$ cat src/rtl/instr_loader_if.sv
// Symbolic instruction record channel (valid/ready) feeding instr_loader.
// The master drives a record plus in_last; the slave answers with in_ready.
interface instr_loader_if;
    logic        in_valid;
    logic        in_ready;
    logic        in_last;
    logic [4:0]  in_mnem;
    logic [4:0]  in_rs;
    logic [4:0]  in_rt;
    logic [4:0]  in_rd;
    logic [4:0]  in_shamt;
    logic [15:0] in_imm;
    logic [25:0] in_target;

    modport master (
        output in_valid, in_last, in_mnem, in_rs, in_rt, in_rd, in_shamt, in_imm, in_target,
        input  in_ready
    );

    modport slave (
        input  in_valid, in_last, in_mnem, in_rs, in_rt, in_rd, in_shamt, in_imm, in_target,
        output in_ready
    );
endinterface

$ cat src/rtl/instr_loader.sv
// Encodes symbolic instruction records into MIPS words and writes them to consecutive
// instruction-memory addresses. Define INSTR_LOADER_ILLEGAL_TRAP_EN to abort on illegal mnemonics.
module instr_loader #(
    parameter int ADDR_W    = 8,
    parameter int BASE_ADDR = 0,
    parameter int MAX_WORDS = 256
) (
    input  logic              clk,
    input  logic              reset,
    input  logic              start,
    instr_loader_if.slave     rec,
    output logic              imem_we,
    output logic [ADDR_W-1:0] imem_addr,
    output logic [31:0]       imem_wd,
    output logic              busy,
    output logic              done,
    output logic              overflow,
`ifdef INSTR_LOADER_ILLEGAL_TRAP_EN
    output logic              error_illegal,
`endif
    output logic [ADDR_W:0]   word_count
);

    localparam logic [ADDR_W-1:0] BASE = ADDR_W'(BASE_ADDR);
    localparam logic [ADDR_W:0]   CAP  = (ADDR_W+1)'(MAX_WORDS);

    typedef enum logic [1:0] {
        ST_IDLE,
        ST_LOAD,
        ST_FLUSH
    } state_e;

    typedef enum logic [4:0] {
        MN_ADD  = 5'd0,
        MN_SUB  = 5'd1,
        MN_AND  = 5'd2,
        MN_OR   = 5'd3,
        MN_SLT  = 5'd4,
        MN_SLL  = 5'd5,
        MN_SRL  = 5'd6,
        MN_JR   = 5'd7,
        MN_LW   = 5'd8,
        MN_SW   = 5'd9,
        MN_ADDI = 5'd10,
        MN_LUI  = 5'd11,
        MN_ORI  = 5'd12,
        MN_SLTI = 5'd13,
        MN_ANDI = 5'd14,
        MN_BEQ  = 5'd15,
        MN_BNE  = 5'd16,
        MN_J    = 5'd17,
        MN_JAL  = 5'd18
    } mnem_e;

    state_e            state;
    state_e            state_next;
    logic [ADDR_W-1:0] ptr;
    logic [31:0]       enc_word;
    logic              enc_legal;
    logic              write;
    logic              cap_hit;
    logic              trap;
    logic              at_cap;

    function automatic logic [31:0] rtype(input logic [4:0] rs, input logic [4:0] rt,
                                          input logic [4:0] rd, input logic [4:0] sh,
                                          input logic [5:0] funct);
        return {6'b000000, rs, rt, rd, sh, funct};
    endfunction

    function automatic logic [31:0] itype(input logic [5:0] op, input logic [4:0] rs,
                                          input logic [4:0] rt, input logic [15:0] imm);
        return {op, rs, rt, imm};
    endfunction

    // Field forcing keeps don't-care fields zero so words match the decoder's canonical form.
    always_comb begin
        enc_word  = '0;
        enc_legal = 1'b1;
        case (rec.in_mnem)
            MN_ADD:  enc_word = rtype(rec.in_rs, rec.in_rt, rec.in_rd, 5'd0, 6'b100000);
            MN_SUB:  enc_word = rtype(rec.in_rs, rec.in_rt, rec.in_rd, 5'd0, 6'b100010);
            MN_AND:  enc_word = rtype(rec.in_rs, rec.in_rt, rec.in_rd, 5'd0, 6'b100100);
            MN_OR:   enc_word = rtype(rec.in_rs, rec.in_rt, rec.in_rd, 5'd0, 6'b100101);
            MN_SLT:  enc_word = rtype(rec.in_rs, rec.in_rt, rec.in_rd, 5'd0, 6'b101010);
            MN_SLL:  enc_word = rtype(5'd0, rec.in_rt, rec.in_rd, rec.in_shamt, 6'b000000);
            MN_SRL:  enc_word = rtype(5'd0, rec.in_rt, rec.in_rd, rec.in_shamt, 6'b000010);
            MN_JR:   enc_word = rtype(rec.in_rs, 5'd0, 5'd0, 5'd0, 6'b001000);
            MN_LW:   enc_word = itype(6'b100011, rec.in_rs, rec.in_rt, rec.in_imm);
            MN_SW:   enc_word = itype(6'b101011, rec.in_rs, rec.in_rt, rec.in_imm);
            MN_ADDI: enc_word = itype(6'b001000, rec.in_rs, rec.in_rt, rec.in_imm);
            MN_LUI:  enc_word = itype(6'b001111, 5'd0, rec.in_rt, rec.in_imm);
            MN_ORI:  enc_word = itype(6'b001101, rec.in_rs, rec.in_rt, rec.in_imm);
            MN_SLTI: enc_word = itype(6'b001010, rec.in_rs, rec.in_rt, rec.in_imm);
            MN_ANDI: enc_word = itype(6'b001100, rec.in_rs, rec.in_rt, rec.in_imm);
            MN_BEQ:  enc_word = itype(6'b000100, rec.in_rs, rec.in_rt, rec.in_imm);
            MN_BNE:  enc_word = itype(6'b000101, rec.in_rs, rec.in_rt, rec.in_imm);
            MN_J:    enc_word = {6'b000010, rec.in_target};
            MN_JAL:  enc_word = {6'b000011, rec.in_target};
            default: enc_legal = 1'b0;
        endcase
    end

    assign at_cap = (word_count == CAP);

    always_ff @(posedge clk or posedge reset) begin
        if (reset) begin
            state <= ST_IDLE;
        end else begin
            state <= state_next;
        end
    end

    always_comb begin
        state_next   = state;
        rec.in_ready = 1'b0;
        busy         = 1'b1;
        write        = 1'b0;
        cap_hit      = 1'b0;
        trap         = 1'b0;
        case (state)
            ST_IDLE: begin
                busy = 1'b0;
                if (start) state_next = ST_LOAD;
            end
            ST_LOAD: begin
                rec.in_ready = 1'b1;
                if (rec.in_valid) begin
                    if (at_cap) begin
                        cap_hit    = 1'b1;
                        state_next = ST_FLUSH;
                    end
`ifdef INSTR_LOADER_ILLEGAL_TRAP_EN
                    else if (!enc_legal) begin
                        trap       = 1'b1;
                        state_next = ST_FLUSH;
                    end
`endif
                    else begin
                        write = 1'b1;
                        if (rec.in_last) state_next = ST_FLUSH;
                    end
                end
            end
            ST_FLUSH: state_next = ST_IDLE;
            default:  state_next = ST_IDLE;
        endcase
    end

    // Pointer and count advance at accept time, so word_count already includes the word on the bus.
    always_ff @(posedge clk or posedge reset) begin
        if (reset) begin
            imem_we    <= 1'b0;
            imem_addr  <= BASE;
            imem_wd    <= '0;
            ptr        <= BASE;
            word_count <= '0;
            overflow   <= 1'b0;
            done       <= 1'b0;
        end else begin
            imem_we <= write;
            done    <= (state == ST_FLUSH);
            if (state == ST_IDLE && start) begin
                ptr        <= BASE;
                word_count <= '0;
                overflow   <= 1'b0;
            end
            if (write) begin
                imem_addr  <= ptr;
                imem_wd    <= enc_legal ? enc_word : '0;
                ptr        <= ptr + 1'b1;
                word_count <= word_count + 1'b1;
            end
            if (cap_hit) overflow <= 1'b1;
        end
    end

`ifdef INSTR_LOADER_ILLEGAL_TRAP_EN
    always_ff @(posedge clk or posedge reset) begin
        if (reset) begin
            error_illegal <= 1'b0;
        end else if (state == ST_IDLE && start) begin
            error_illegal <= 1'b0;
        end else if (trap) begin
            error_illegal <= 1'b1;
        end
    end
`else
    logic unused_trap;
    assign unused_trap = trap;
`endif

endmodule
$ cat src/flat_wrapper.sv
// flat-port wrapper written by rule: the top's interface ports become plain ports
module instr_loader_flat 
#(
    parameter int ADDR_W    = 8,
    parameter int BASE_ADDR = 0,
    parameter int MAX_WORDS = 256
)
  (clk, reset, start, imem_we, imem_addr, imem_wd, busy, done, overflow, word_count, rec_in_valid, rec_in_last, rec_in_mnem, rec_in_rs, rec_in_rt, rec_in_rd, rec_in_shamt, rec_in_imm, rec_in_target, rec_in_ready);
  instr_loader_if rec_i ();
  input  logic clk;
  input  logic reset;
  input  logic start;
  output logic imem_we;
  output logic [ADDR_W-1:0] imem_addr;
  output logic [31:0] imem_wd;
  output logic busy;
  output logic done;
  output logic overflow;
  output logic [ADDR_W:0] word_count;
  input wire logic [$bits(rec_i.in_valid)-1:0] rec_in_valid;
  input wire logic [$bits(rec_i.in_last)-1:0] rec_in_last;
  input wire logic [$bits(rec_i.in_mnem)-1:0] rec_in_mnem;
  input wire logic [$bits(rec_i.in_rs)-1:0] rec_in_rs;
  input wire logic [$bits(rec_i.in_rt)-1:0] rec_in_rt;
  input wire logic [$bits(rec_i.in_rd)-1:0] rec_in_rd;
  input wire logic [$bits(rec_i.in_shamt)-1:0] rec_in_shamt;
  input wire logic [$bits(rec_i.in_imm)-1:0] rec_in_imm;
  input wire logic [$bits(rec_i.in_target)-1:0] rec_in_target;
  output wire logic [$bits(rec_i.in_ready)-1:0] rec_in_ready;
  assign rec_i.in_valid = rec_in_valid;
  assign rec_i.in_last = rec_in_last;
  assign rec_i.in_mnem = rec_in_mnem;
  assign rec_i.in_rs = rec_in_rs;
  assign rec_i.in_rt = rec_in_rt;
  assign rec_i.in_rd = rec_in_rd;
  assign rec_i.in_shamt = rec_in_shamt;
  assign rec_i.in_imm = rec_in_imm;
  assign rec_i.in_target = rec_in_target;
  assign rec_in_ready = rec_i.in_ready;
  instr_loader #(.ADDR_W(ADDR_W), .BASE_ADDR(BASE_ADDR), .MAX_WORDS(MAX_WORDS)) u_core (.clk(clk), .reset(reset), .start(start), .rec(rec_i), .imem_we(imem_we), .imem_addr(imem_addr), .imem_wd(imem_wd), .busy(busy), .done(done), .overflow(overflow), .word_count(word_count));
endmodule
$ cat config.mk
export PLATFORM = sky130hd
export DESIGN_NAME = instr_loader_flat
export DESIGN_NICKNAME = d
export VERILOG_FILES = /design/src/rtl/instr_loader_if.sv /design/src/rtl/instr_loader.sv /design/src/flat_wrapper.sv
export SDC_FILE = /design/constraint.sdc
export NUM_CORES = 1
export LEC_CHECK = 0
export ABC_AREA = 1
export BUFFER_PORTS_ARGS = -buffer_cell sky130_fd_sc_hd__buf_2
export CAP_MARGIN = 20
export CORE_ASPECT_RATIO = 0.6
export CORE_MARGIN = 2
export CORE_UTILIZATION = 40
export CTS_BUF_LIST = sky130_fd_sc_hd__clkbuf_2 sky130_fd_sc_hd__clkbuf_4 sky130_fd_sc_hd__clkbuf_8
export CTS_CLUSTER_SIZE = 20
export DETAILED_ROUTE_END_ITERATION = 7
export SETUP_SLACK_MARGIN = 0.02
export SLEW_MARGIN = 20
export SYNTH_ARGS = -nofsm -noshare
export SYNTH_HDL_FRONTEND = slang
export SYNTH_SLANG_ARGS = --single-unit
$ cat constraint.sdc
create_clock -name clk -period 3.9 [get_ports clk]
set_input_delay 0.78 -clock clk [delete_from_list [all_inputs] [get_ports clk]]
set_output_delay 0.78 -clock clk [all_outputs]
set_load 0.1 [all_outputs]
==> reports/metrics.csv <==
stage,metric,value,unit
run,maxCapViolations,0,
power,ir_drop,0.6791,mV
die,io_pins,126,
sta,finalHoldViolations,0,
drt,dr.pass1.iters,5,
drt,ant_nets,0,
worst_setup_path,cp_max_fo,4,
global_routing,grt_use_total,23.12,%
global_routing,antenna_found_initial,0,
sta,finalClockSkew,4.966,ps
die,num_rows,28,
yosys,syn_nets,680,
worst_setup_path,arrival,1410,ps
global_routing,grt_first_pass_wirelength,19600,um
layout,utilization,49.33,%
yosys,synth_common_cells,"nand2_1 (261), dfrtp_1 (61), nand3_1 (53)",
worst_setup_path,critPathMaxStageDelay,460,ps
global_routing,overflow,0,
drt,drtIter0Drc,266,
clocking,tritoncts,built,
layout,nets,785,
global_routing,grt_max_degree,50,
worst_hold_path,hp-class,reg2reg,
yosys,ys_warn_count,0,
worst_setup_path,crit_type,reg2out,
sta,period_share,56.25,%
yosys,synth.ff_latch_count,61,
sta,setup_viol,0,
sta,slew_headroom,46.23,%
yosys,ys.flop_type,dfrtp_1,
sta,rsz0062_at_grt,false,
sta,drv_slew,0,
power,p_leak,2.865,nW
clocking,clk_pin_slew,70,ps
drt,vias,4265,
layout,antenna_cells,0,
drt,via_per_inst,5.018,
worst_setup_path,cp_slowest_cell,buf_2,
sta,worst_slack,1706,ps
place,hpwl,8836,um
yosys,synth_area_per_cell,6.672,um^2
sta,worst_pin_slew,805.4,ps
yosys,async_flop_share,100.0,%
worst_setup_path,crit_chain,nor2_2 > buf_2,
sta,tns,0,ps
clocking,cts_resized,0,
die,die_h,81.81,um
die,initial_core_util,41.00,%
clocking,clk_latency,340,ps
clocking,htree_levels,3,
sta,period_needed,2194,ps
drt,drcViolationCount,0,
yosys,netlist.area_leader.share,37.82,%
yosys,ys_seq_area_share,37.82,%
yosys,synth_cell_types,33,
clocking,cts_setup_buffers,0,
sta,fmax,455.9,MHz
drt,route.final.wire_length,12080,um
layout,area_growth,20.30,%
clocking,clk_root_buffer_cell,clkbuf_8,
yosys,synth_area_leaders,"dfrtp_1 (38%), nand2_1 (24%), nand3_1 (6.6%)",
worst_setup_path,r2r_cells,9,
layout,layout.cells.non_filler,850,
yosys,netlist_area,0.004036,mm^2
clocking,cts_inserted_buffers,9,
worst_setup_path,crit_path_end_kind,output pin,
layout,drive_gt1_share,26.71,%
clocking,clock_path_buffers,2,
layout,stdcell_area,0.004856,mm^2
run_status,status,"complete, no violations",
place,dp_worst_setup_slack,1421,ps
die,die-area,0.01094,mm^2
power,p_per_area,752.2,mW/mm^2
worst_hold_path,holdPathStages,1,
global_routing,first_global_vias,3897,
yosys,synth-edff-count,0,
place,post_dp_cell_area,0.004656,mm^2
drt,wl_per_cell,14.21,um
yosys,synth_most_common_cell,nand2_1,
yosys,syn_inst,605,
place,dp_cells,834,
yosys,yosysTopAreaCell,dfrtp_1,
worst_setup_path,start_kind,register,
clocking,cts_hold_buf,0,
clocking,cts.sinks,61,
place,routabilityCongestion,0.9277,
die,die_w,133.7,um
die,fp.coreArea,0.009844,mm^2
place,portBuffers,124,
worst_setup_path,cp.required,3120,ps
stage by stage:
stage	hold WS, ps	total power [mW]
finish	445.9	3.653
global route	479.0	3.847
CTS	454.4	3.686
detailed placement	445.9	3.100
global placement	438.4	3.090
floorplan	422.1	2.733
layer usage:
metal | GRT usage [%] | up-vias | part of all wire [%]
met1 | 33.54 | 1960 | 50
met5 | 0 | - | 0
met2 | 33.81 | 164 | 41
met3 | 6.975 | 7 | 8.5
met4 | 5.319 | 0 | 0.68
li1 | - | 2134 | -
where the power goes:
part	total [mW]	leakage (nW)	internal [mW]	switching, mW
Clock	0.567	0.103	0.325	0.242
Sequential	0.968	0.819	0.824	0.143
Combinational	2.12	1.94	0.295	1.82
Total	3.65	2.86	1.44	2.21
flip-flops by register name, indices dropped and copies added, names as in the netlist:
register / count
u_core.imem_addr: 8
u_core.done: 1
u_core.state: 2
u_core.imem_we: 1
u_core.ptr: 8
u_core.word_count: 9
u_core.overflow: 1
u_core.imem_wd: 31
placed cells by master, fill, tap and decap left out, types with 2 or more instances in the layout:
| cell | synthesis | routed |
|---|---|---|
| o2111ai_1 | 10 | 10 |
| dfrtp_1 | 61 | 61 |
| a22oi_1 | 5 | 5 |
| ha_1 | 3 | 3 |
| nand2_2 | 16 | 16 |
| nor2_1 | 41 | 41 |
| inv_2 | 16 | 17 |
| a21oi_1 | 6 | 6 |
| buf_4 | 7 | 3 |
| nor2_4 | 5 | 5 |
| nor2_2 | 6 | 6 |
| inv_1 | 35 | 34 |
| nand3_1 | 53 | 53 |
| clkinv_2 | 0 | 2 |
| nand2_1 | 261 | 261 |
| buf_2 | 13 | 124 |
| clkbuf_4 | 0 | 2 |
| nand4_1 | 20 | 20 |
| clkbuf_8 | 0 | 10 |
| nor3_1 | 4 | 4 |
| o21ai_0 | 19 | 19 |
cells by family (layout without fill, tap and decap cells):
kind of cell | count (synthesis) | after routing | share of synthesized area [%]
AOI/OAI and AO/OA | 43 | 43 | 6.758
xor gates and xnor gates | 1 | 1 | 0.2170
adders and majority gates | 3 | 3 | 0.9300
buffers and inverters | 85 | 195 | 9.671
DFF | 61 | 61 | 37.82
other | 1 | 1 | 0.09291
and+or+nand+nor | 411 | 411 | 44.51
layout make-up:
class / count / area, um^2
flip-flops and latches: 61 / 1526
clock inverters: 4 / 47.55
clock buffers: 12 / 152.6
fillers: 1018 / 4989
inverters: 52 / 197.7
repair buffers: 127 / 643.1
multi-input cells: 459 / 2120
well taps: 135 / 168.9
worst max-delay path, delay by kind of cell (launching register included):
| kind | cells | cell delay [ps] |
|---|---|---|
| simple gates | 1 | 190 |
| flops | 1 | 420 |
| buf+inv | 1 | 460 |
path summary, 6_finish.rpt:
kind / from / slack [ps] / to
worst max-delay path: u_core.state[1] / 1710 / rec_in_ready
worst min register to register: u_core.state[0] / 450 / u_core.done
worst max register to register: u_core.word_count[0] / 1800 / u_core.ptr[6]
min in group asynchronous: reset / 530 / u_core.state[0]
worst min-delay path: u_core.state[0] / 450 / u_core.done
max in group asynchronous: reset / 2490 / u_core.imem_wd[5]
No activity file was read; power rests on OpenSTA's default activity.
